$ cat config.mk
export PLATFORM = sky130hd
export DESIGN_NAME = ahb_master_arbiter
export DESIGN_NICKNAME = d
export VERILOG_FILES = /design/src/rtl/ahb_pkg.sv /design/src/rtl/ahb_master_arbiter_rr_priority_picker.sv /design/src/rtl/ahb_master_arbiter.sv
export SDC_FILE = /design/constraint.sdc
export NUM_CORES = 1
export LEC_CHECK = 0
export ABC_AREA = 1
export CAP_MARGIN = 20
export CORE_MARGIN = 2
export CORE_UTILIZATION = 53
export DETAILED_ROUTE_END_ITERATION = 8
export GPL_TIMING_DRIVEN = 0
export PLACE_DENSITY = 0.93
export SYNTH_ARGS = -nofsm -noshare
export SYNTH_HDL_FRONTEND = slang
export SYNTH_SLANG_ARGS = --single-unit
export TNS_END_PERCENT = 20
$ cat constraint.sdc
create_clock -name HCLK -period 2.5 [get_ports HCLK]
set_input_delay 0.75 -clock HCLK [delete_from_list [all_inputs] [get_ports HCLK]]
set_output_delay 0.75 -clock HCLK [all_outputs]
set_load 0.05 [all_outputs]
$ cat src/rtl/ahb_pkg.sv
// ahb_pkg: shared AHB-Lite transfer/burst encodings and burst-length helper
package ahb_pkg;

    typedef enum logic [1:0] {
        IDLE   = 2'b00,
        BUSY   = 2'b01,
        NONSEQ = 2'b10,
        SEQ    = 2'b11
    } htrans_e;

    typedef enum logic [2:0] {
        SINGLE = 3'd0,
        INCR   = 3'd1,
        WRAP4  = 3'd2,
        INCR4  = 3'd3,
        WRAP8  = 3'd4,
        INCR8  = 3'd5,
        WRAP16 = 3'd6,
        INCR16 = 3'd7
    } hburst_e;

    // Remaining SEQ beats after the NONSEQ; undefined-length INCR counts as single
    function automatic logic [3:0] burst_len_m1(input logic [2:0] hburst);
        return (hburst == INCR16 || hburst == WRAP16) ? 4'd15 :
               (hburst == INCR8  || hburst == WRAP8)  ? 4'd7  :
               (hburst == INCR4  || hburst == WRAP4)  ? 4'd3  : 4'd0;
    endfunction

endpackage

$ cat src/rtl/ahb_master_arbiter_rr_priority_picker.sv
// rr_priority_picker: first requester after ptr in round-robin order, wrapping
module rr_priority_picker
    import ahb_pkg::*;
#(
    parameter int N      = 4,
    parameter int M_BITS = $clog2(N)
) (
    input  logic [N-1:0]      req,
    input  logic [M_BITS-1:0] ptr,
    output logic              found,
    output logic [M_BITS-1:0] idx
);

    logic [M_BITS-1:0] cand;

    always_comb begin
        found = 1'b0;
        idx   = '0;
        cand  = '0;
        for (int k = 1; k <= N; k++) begin
            cand = M_BITS'((int'(ptr) + k) % N);
            if (!found && req[cand]) begin
                found = 1'b1;
                idx   = cand;
            end
        end
    end

endmodule

$ cat src/rtl/ahb_master_arbiter.sv
// ahb_master_arbiter: round-robin AHB-Lite bus arbiter that never splits a
// fixed-length burst or a locked sequence; grant -> address owner -> data owner.
module ahb_master_arbiter
    import ahb_pkg::*;
#(
    parameter int NO_OF_MASTERS  = 4,
    parameter int M_BITS         = $clog2(NO_OF_MASTERS),
    parameter int DEFAULT_MASTER = 0
) (
    input  logic                     HCLK,
    input  logic                     HRESET,
    input  logic [NO_OF_MASTERS-1:0] HBUSREQ,
    input  logic [NO_OF_MASTERS-1:0] HLOCK,
    input  logic [1:0]               HTRANS,
    input  logic [2:0]               HBURST,
    input  logic                     HREADY,
    output logic [NO_OF_MASTERS-1:0] HGRANT,
    output logic [M_BITS-1:0]        HMASTER,
    output logic [M_BITS-1:0]        HMASTER_D,
    output logic                     HMASTLOCK
);

    localparam logic [NO_OF_MASTERS-1:0] DEF_GNT = NO_OF_MASTERS'(1) << DEFAULT_MASTER;
    localparam logic [M_BITS-1:0]        DEF_IDX = M_BITS'(DEFAULT_MASTER);

    logic [NO_OF_MASTERS-1:0] grant_q, grant_d;
    logic [M_BITS-1:0]        master_q, master_dp_q, rr_q, rr_d;
    logic [M_BITS-1:0]        gnt_idx, pick_idx, sel;
    logic                     mastlock_q, pick_found;
    logic                     idle_acc, last_seq, burst_start, lock_ok, arb_ok;
    logic [3:0]               beats_q, beats_d;
    htrans_e                  trans;

    assign trans = htrans_e'(HTRANS);

    rr_priority_picker #(.N(NO_OF_MASTERS), .M_BITS(M_BITS)) u_pick (
        .req   (HBUSREQ),
        .ptr   (rr_q),
        .found (pick_found),
        .idx   (pick_idx)
    );

    always_comb begin
        gnt_idx = '0;
        for (int i = 0; i < NO_OF_MASTERS; i++)
            if (grant_q[i]) gnt_idx = M_BITS'(i);
    end

    // A burst's own NONSEQ edge must not hand the bus away before its SEQ beats
    assign idle_acc    = HREADY && trans == IDLE;
    assign last_seq    = HREADY && trans == SEQ && beats_q == 4'd1;
    assign burst_start = HREADY && trans == NONSEQ && burst_len_m1(HBURST) != 4'd0;
    assign lock_ok     = !HLOCK[master_q] || idle_acc;
    assign arb_ok      = (beats_q == 4'd0 || last_seq || idle_acc) && !burst_start && lock_ok;
    assign sel         = pick_found ? pick_idx : DEF_IDX;

    always_comb begin
        beats_d = trans == NONSEQ ? burst_len_m1(HBURST) :
                  trans == IDLE   ? 4'd0 :
                  (trans == SEQ && beats_q != 4'd0) ? beats_q - 4'd1 : beats_q;
        grant_d = arb_ok ? NO_OF_MASTERS'(1) << sel : grant_q;
        rr_d    = (arb_ok && sel != master_q) ? sel : rr_q;
    end

    always_ff @(posedge HCLK) begin
        if (HRESET) begin
            grant_q     <= DEF_GNT;
            master_q    <= DEF_IDX;
            master_dp_q <= DEF_IDX;
            mastlock_q  <= 1'b0;
            beats_q     <= 4'd0;
            rr_q        <= '0;
        end else if (HREADY) begin
            grant_q     <= grant_d;
            rr_q        <= rr_d;
            beats_q     <= beats_d;
            master_q    <= gnt_idx;
            mastlock_q  <= HLOCK[gnt_idx];
            master_dp_q <= master_q;
        end
    end

    assign HGRANT    = grant_q;
    assign HMASTER   = master_q;
    assign HMASTER_D = master_dp_q;
    assign HMASTLOCK = mastlock_q;

endmodule
==> results by group <==
Synth
  • Top-count cell post-synth: nand2_1
  • Post-synthesis register bit count: 15
  • Synth unique cells: 30
  • Mapped Area: 1116 µm²
  • Avg Inst Size Synth: 6.235 µm²
  • Top cell type's share of synthesized area: 0.2691
  • Asr flop ratio synth: 0
  • Sequential share of the synthesized area: 0.2691
  • Ys Warns: 0
  • Syn nets: 198
  • Primary FF master, synth: dfxtp_1
  • Number of synthesized flops with an enable pin: 0
  • Leading area contributor after synthesis: dfxtp_1
  • Cells taking the most area after synthesis: dfxtp_1 (27%), nand2_1 (13%), inv_1 (8.1%)
  • Synth top cells by count: nand2_1 (39), inv_1 (24), a21oi_1 (15), dfxtp_1 (15), nor2_1 (15)
  • Mapped Cells: 179

Timing
  • Slew headroom: 0.6676
  • RSZ-0062 raised after global routing: false
  • Fin. Hold Viols: 0
  • Fin Hold WS: 0.5085 ns
  • Final setup fails: 0
  • Min cycle time layout: 2.378 ns
  • Worst slew pin tran: 0.4970 ns
  • Period utilisation layout: 0.9511
  • Pins Over Slew Limit: 0
  • Achievable frequency: 420.6 MHz
  • Clock skew: 0.001083 ns

CTS
  • CTS H-tree depth: 1
  • CTS Buffer Depth: 2
  • Clk pin slew, worst setup/hold paths: 0.09 ns
  • CTS Hold Buffers Added: 0
  • CTS sink count: 15
  • Postcts setup bufs: 0
  • Post-cts resize count: 0
  • CTS tree: done
  • Root Buffer: clkbuf_4
  • CTS Buf Count: 3
  • Clk_lat worst skew: 0.29 ns

Routing
  • Routed length per placed instance: 12.06 µm
  • Via density: 5.433
  • DR vias: 1266
  • First-pass detailed-route iteration total: 4
  • DRC Markers: 0
  • DRT antenna net count: 0
  • Wirelength, routed: 2811 µm
  • Initial DRC count: 54

Power
  • Peak VDD IR: 0.4934 mV
  • Leak pwr: 0.6320 nW
  • Cell Pwr Density: 651.7 nW/µm²

Floorplanning
  • Die Y: 49.89 µm
  • Initial Util: 0.5631
  • IO Count: 25
  • Core area: 1982 µm²
  • Row Count: 16
  • Die width: 49.89 µm
  • Total die area: 2489 µm²

Worst setup path
  • Worst-path fanout max: 8
  • CP peak stage delay: 0.86 ns
  • Crit Path Category: flip-flop to primary output
  • Crit path cell chain: clkdlybuf4s50_1
  • CP top delay family: buffers and inverters
  • Buffers plus inverters on the worst setup path: 1
  • CP endpoint kind: primary output
  • Crit path launch type: flip-flop
  • Critical path data arrival time: 1.63 ns
  • Worst path slowest cell: clkdlybuf4s50_1
  • Critical Path RT: 1.75 ns

Run
  • Max-Cap Viols: 0

Final layout
  • Antenna diodes: 0
  • Finished Cell Area: 1406 µm²
  • P&R area growth vs syn: 26.01%
  • Layout cells sized above 1: 0.1117
  • Nets@finish: 226

Global route
  • GRT Total Usage: 0.2351
  • Gr ovfl total: 0
  • First-pass GRT wire length: 4671 µm
  • Vias in the first global route: 1168
  • Largest net degree at the start of global routing: 11
  • Initial antenna violation count: 0

Place
  • Cell area after placement: 1380 µm²
  • Final Wtd Congestion: 0.8875
  • Port Buffers: 23
  • Final HPWL from detailed placement: 2124 µm

Hold path
  • Hold Crit Class: flip-flop to flip-flop

Run status
  • Status: finished, final reports clean
per-stage QoR:
| step | cells | util | setup TNS [ns] | power (mW) | worst slack, ns |
|---|---|---|---|---|---|
| 2_1_floorplan | 179 | - | 0 | 0.6496 | 0.6604 |
| 3_3_place_gp | 229 | 0.6963 | 0 | 0.7465 | 0.04000 |
| 3_5_place_dp | 229 | 0.6963 | -0.06934 | 0.7694 | -0.03324 |
| 4_1_cts | 233 | 0.7096 | 0 | 0.9113 | 0.1349 |
| 5_1_grt | 233 | 0.7096 | 0 | 0.9794 | 0.04863 |
| 6_report | 233 | 0.7096 | 0 | 0.9165 | 0.1222 |
final timing paths:
check / from / to / slack [ns] / cells after the start
hold reg to reg: HGRANT[0] / HGRANT[0] / 0.51 / 2
setup reg to reg: rr_q[1] / HGRANT[1] / 0.69 / 13
setup / recovery: HMASTER[0] / HMASTER[0] / 0.12 / 1
hold / removal: HGRANT[0] / HGRANT[0] / 0.51 / 2
cell usage in the layout (no fill, tap or decap):
master | synthesis | layout
nor2_1 | 15 | 15
dfxtp_1 | 15 | 15
o21ai_1 | 1 | 1
clkdlybuf4s50_1 | 0 | 23
nor2_4 | 1 | 1
nand3_2 | 1 | 1
nand2_2 | 9 | 9
a221oi_1 | 1 | 1
and2_1 | 2 | 2
o31ai_1 | 1 | 1
clkinv_1 | 2 | 2
nand2_1 | 39 | 39
nor3_1 | 1 | 1
o21ai_2 | 1 | 1
a21oi_2 | 1 | 1
a22oi_1 | 2 | 2
or2_1 | 1 | 1
clkbuf_4 | 0 | 3
a21oi_1 | 15 | 15
o21ai_0 | 13 | 13
a211oi_1 | 1 | 1
buf_6 | 1 | 1
nand3_1 | 14 | 14
nor2_2 | 1 | 1
a211o_1 | 1 | 1
nand2_4 | 1 | 1
inv_1 | 24 | 24
o211ai_1 | 4 | 4
ha_1 | 3 | 3
clkbuf_1 | 1 | 2
inv_2 | 4 | 4
nand4_1 | 3 | 3
logic make-up after synthesis:
family / after synthesis / synth area share
buffers and inverters: 32 / 0.1143
DFF: 15 / 0.2691
AOI/OAI and AO/OA: 41 / 0.2152
adders and majority gates: 3 / 0.03364
and+or+nand+nor: 88 / 0.3677
flip-flops by register name, summed over array words and instances (netlist names):
name / count
HMASTLOCK: 1
rr_q: 2
HMASTER: 2
HGRANT: 4
beats_q: 4
HMASTER_D: 2
power by group:
| part | switching, mW | internal (mW) | total, mW |
|---|---|---|---|
| clock | 0.0820 | 0.0621 | 0.144 |
| combinational | 0.314 | 0.169 | 0.483 |
| sequential | 0.0253 | 0.264 | 0.290 |
per-layer routing:
metal | part of all wire | global-route usage
met5 | 0 | 0
met4 | 0.012 | 0.06944
met3 | 0.053 | 0.03636
met2 | 0.50 | 0.4444
met1 | 0.43 | 0.2667
layout make-up:
cell class                 instances  area, µm²
tap                               27      33.78
buffer                             2      15.01
multi-input combinational        132      688.2
clock buffer                       4      26.28
fill                             171      575.6
inverter                          30      112.6
sequential                        15      300.3
timing repair buffer              23      230.2
No activity file was read; power rests on OpenSTA's default activity.
